==> src/rtl/rr_arbiter_8_enc.sv <==
// Eight-requester round-robin arbiter with a binary-encoded grant index.
// A grant is held until done, until the owner drops its request, or until the hold timer expires.
module rr_arbiter_8_enc #(
  parameter int MAX_HOLD = 16
) (
  input  logic       clk,
  input  logic       rst_n,
  input  logic [7:0] req,
  input  logic       done,
  output logic [2:0] idx,
  output logic       idx_valid,
  output logic       timeout,
  output logic       busy
);

  localparam int CW = $clog2(MAX_HOLD + 1);

  typedef enum logic {IDLE, GRANT} state_t;

  state_t        state;
  logic [2:0]    last;
  logic [CW-1:0] hold_cnt;
  logic [2:0]    winner;
  logic [2:0]    cand;
  logic          found;
  logic          at_max;
  logic          end_grant;

  // Search from the requester after the last one served, wrapping through all eight.
  always_comb begin
    winner = last;
    cand   = '0;
    found  = 1'b0;
    for (int k = 1; k <= 8; k++) begin
      cand = last + 3'(k);
      if (!found && req[cand]) begin
        winner = cand;
        found  = 1'b1;
      end
    end
  end

  assign at_max    = (hold_cnt == CW'(MAX_HOLD));
  assign end_grant = done | ~req[idx] | at_max;

  always_ff @(posedge clk or negedge rst_n) begin
    if (!rst_n) begin
      state     <= IDLE;
      last      <= 3'd7;
      hold_cnt  <= '0;
      idx       <= '0;
      idx_valid <= 1'b0;
      timeout   <= 1'b0;
      busy      <= 1'b0;
    end else begin
      case (state)
        IDLE: begin
          timeout <= 1'b0;
          if (|req) begin
            idx       <= winner;
            idx_valid <= 1'b1;
            busy      <= 1'b1;
            hold_cnt  <= CW'(1);
            state     <= GRANT;
          end
        end
        GRANT: begin
          if (end_grant) begin
            idx_valid <= 1'b0;
            busy      <= 1'b0;
            last      <= idx;
            state     <= IDLE;
            // A voluntary release on the same edge takes precedence over the timer.
            timeout   <= at_max & ~done & req[idx];
          end else if (!at_max) begin
            hold_cnt  <= hold_cnt + CW'(1);
          end
        end
      endcase
    end
  end

endmodule
==> config.mk <==
export PLATFORM = sky130hd
export DESIGN_NAME = rr_arbiter_8_enc
export DESIGN_NICKNAME = d
export VERILOG_FILES = /design/src/rtl/rr_arbiter_8_enc.sv
export SDC_FILE = /design/constraint.sdc
export NUM_CORES = 1
export LEC_CHECK = 0
export ABC_AREA = 1
export BUFFER_PORTS_ARGS = -buffer_cell sky130_fd_sc_hd__buf_2
export CAP_MARGIN = 20
export CORE_MARGIN = 10
export CORE_UTILIZATION = 35
export DETAILED_ROUTE_END_ITERATION = 8
export PLACE_DENSITY_LB_ADDON = 0.05
export SKIP_LAST_GASP = 1
export SLEW_MARGIN = 20
export SYNTH_ARGS = -nofsm -noshare
export SYNTH_HDL_FRONTEND = slang
export SYNTH_SLANG_ARGS = --single-unit
==> constraint.sdc <==
create_clock -name clk -period 2.5 [get_ports clk]
set_input_delay 0.25 -clock clk [delete_from_list [all_inputs] [get_ports clk]]
set_output_delay 0.25 -clock clk [all_outputs]
set_load 0.005 [all_outputs]
==> flow_summary.yaml <==
timing:
  final_hold_viol_count: 0
  period_needed_ns: 2.263
  finalCritPeriodShare_pct: 90.51
  rsz0062_at_grt: "no"
  worst_pin_slew_ns: 0.4280
  clock.fmax_mhz: 441.9
  skew_ns: 0.006396
  drv_slew: 0
  setup_viol: 0
  setup_tns_ns: 0
  slew_headroom_pct: 71.36
floorplan:
  die_h_um: 86.20
  rows: 24
  die_x_um: 86.20
  core_area_um2: 4294
  io_pins: 17
  die_area_um2: 7430
  start_util_pct: 35.72
final_layout:
  antenna_cells: 0
  fill_cells: 462
  final_cell_mix: "nand2_1, nand3_1, nor2_1"
  mostFrequentLayoutCell: "nand2_1"
  final_nets: 273
  area_delta_synth_final_pct: 17.94
  drive_above_1_share_pct: 26.07
  final_cell_area_um2: 1809
status:
  status: "completed"
global_route:
  grt-ovfl-total: 0
  grt_max_degree: 15
  antenna_found_initial: 0
  grt_pass1_vias: 1473
  grtUsageTotal_pct: 11.47
  grt_pass1_wl_mm: 7.051
placed_design:
  portBuffers: 16
  dp_hpwl_mm: 3.424
  gp_congestion: 0.8693
  place_area_um2: 1679
route:
  drt_pass1_iterations: 4
  wire_per_inst_um: 13.27
  dr.first_iter.drc_count: 104
  dr_total_vias: 1509
  postRouteAntennaNets: 0
  viasPerCell: 4.883
  drcViolationCount: 0
  routed_wl_mm: 4.100
worst_hold_path:
  min_to: "timeout$_DFFE_PN0P_"
  min_path_cells: 2
  hold_path.class: "in2reg"
  hp-start: "done"
clock_network:
  cts.clk_slew.worst_paths_ns: 0.07
  tritoncts: "done"
  numCtsBuffers: 3
  cts.sinks: 14
  insertion_delay_ns: 0.24
  clk_path_buf_depth: 2
  clockRootBuffer: "clkbuf_8"
  cts.htree.levels: 1
critical_path:
  cp_common_cell: "nand2_1"
  cp_cell_sequence: "clkinv_2 -> ha_4 -> inv_2 -> nand3_1 -> nand3_2 -> nand2_4 -> nor2_8 -> buf_12 -> nand4_4 -> nor2_2 -> nand2_1 -> nand2_1 -> inv_1 -> nand2_1 -> nand2_1 -> a21oi_2"
  cp-end-kind: "flip-flop"
  cp_slowest_cell: "dfstp_2"
  worst-r2r-setup-slack_ns: 0.24
  crit_required_ns: 2.67
  reg2regPathDepth: 16
  r2r_start: "last[1]$_DFFE_PN1P_"
  worstPathMaxFanout: 6
  crit_path_max_incr_delay_ns: 0.57
  crit_path_start_kind: "flip-flop"
  worstPathArrival_ns: 2.43
  timing.rr.end: "idx[1]$_DFFE_PN0P_"
  critPathKind: "reg2reg"
logic_synthesis:
  synth.net_count: 245
  ys_types: 35
  yosysSeqAreaShare_pct: 23.08
  yosysWarningCount: 0
  yosys_register_bits: 14
  syn-instance-count: 230
  syn_avg_cell_area_um2: 6.669
  synth_area_um2: 1534
run:
  cap_violations: 0
critical path, delay by kind of cell (launching register included):
family                   cells  cell delay (ns)
AND/OR/NAND/NOR             10             0.93
flip-flops                   1             0.57
buffers and inverters        4             0.32
adder cells (fa/ha/maj)      1             0.24
AO/OA/AOI/OAI                1             0.11
worst max-delay path by stage:
stage	from	end	slack, ns	cells past startpoint
2_1_floorplan	last[1]$_DFFE_PN1P_	idx[1]$_DFFE_PN0P_	0.11	16
3_3_place_gp	last[1]$_DFFE_PN1P_	idx[2]$_DFFE_PN0P_	0.1	15
3_5_place_dp	last[1]$_DFFE_PN1P_	idx[1]$_DFFE_PN0P_	0.13	14
4_1_cts	last[1]$_DFFE_PN1P_	idx[1]$_DFFE_PN0P_	0.11	14
5_1_grt	last[1]$_DFFE_PN1P_	idx[2]$_DFFE_PN0P_	0.03	13
6_report	last[1]$_DFFE_PN1P_	idx[1]$_DFFE_PN0P_	0.24	16
synth_stat cells:
library cell  instances  area share [%]
inv_4                 1            0.41
nand3_2               6             3.9
a31oi_2               2             1.6
o21ai_0              12             3.9
dfstp_2               3             5.1
nor4_1                1            0.41
xnor2_2               1             1.1
buf_4                 1            0.49
nor2_4                2             1.5
clkinv_1              1            0.24
dfrtp_1              11              18
o31ai_1               2            0.98
clkinv_2              1            0.33
nor3_1                4             1.3
nand2_2               2            0.82
xor2_1                2             1.1
nor2_2                1            0.41
inv_2                 4            0.98
nand2_4               4             2.9
xnor2_4               1             1.8
o21bai_1              1            0.49
ha_1                  4             3.3
a21oi_1               4             1.3
inv_1                21             5.1
nand4_4               1             1.4
nor2_8                1             1.3
xor2_2                1             1.1
nand4_1               3             1.2
a21oi_2               1            0.57
buf_6                 4             2.9
nand3_1              30             9.8
o21ai_1               3            0.98
nor2_1               22             5.4
a21boi_0              1            0.49
nand2_1              71              17
what timing repair did:
item                       4_1_cts  5_1_grt
setup endpoints to repair        0        3
hold endpoints to repair        11        0
buffers inserted                 0        4
resized for setup                0        6
hold buffers                     1        0
area by class of cell:
| type | count | area (µm²) | share of cell area [%] |
|---|---|---|---|
| flip-flops and latches | 14 | 354.1 | 19.57 |
| well taps | 52 | 65.06 | 3.596 |
| multi-input cells | 183 | 1041 | 57.54 |
| repair buffers | 28 | 185.2 | 10.24 |
| clock buffers | 4 | 55.05 | 3.043 |
| inverters | 28 | 108.9 | 6.017 |
per-layer routing:
layer	up-vias	global-route usage, %	share of wire, %
li1	800	-	-
met1	687	15.32	51
met2	20	18.73	46
met3	2	1.782	2.8
met4	0	2.946	0.39
met5	-	0	0
state kept, by name, summed over array words and instances (netlist names):
register / count
busy: 1
state: 1
last: 3
idx: 3
timeout: 1
hold_cnt: 5
stage by stage:
stage	setup WS (ns)	util [%]	cells	hold slack (ns)
2_1_floorplan	0.1111	-	230	-0.04559
3_3_place_gp	0.09826	39.10	300	0.1796
3_5_place_dp	0.1289	39.10	300	0.1739
4_1_cts	0.1096	40.62	305	0.1661
5_1_grt	0.03351	42.13	309	0.1886
6_report	0.2372	42.13	309	0.1745
cell families after synthesis:
group	Yosys count	share of synthesized area [%]
fa+ha+maj	4	3.263
flops	14	23.08
simple gates	148	47.72
xor+xnor	5	5.058
compound gates	26	10.36
buf+inv	33	10.52
Power is not shown: default switching activity piles up to over one toggle a cycle in this logic, so the estimate is an artifact.
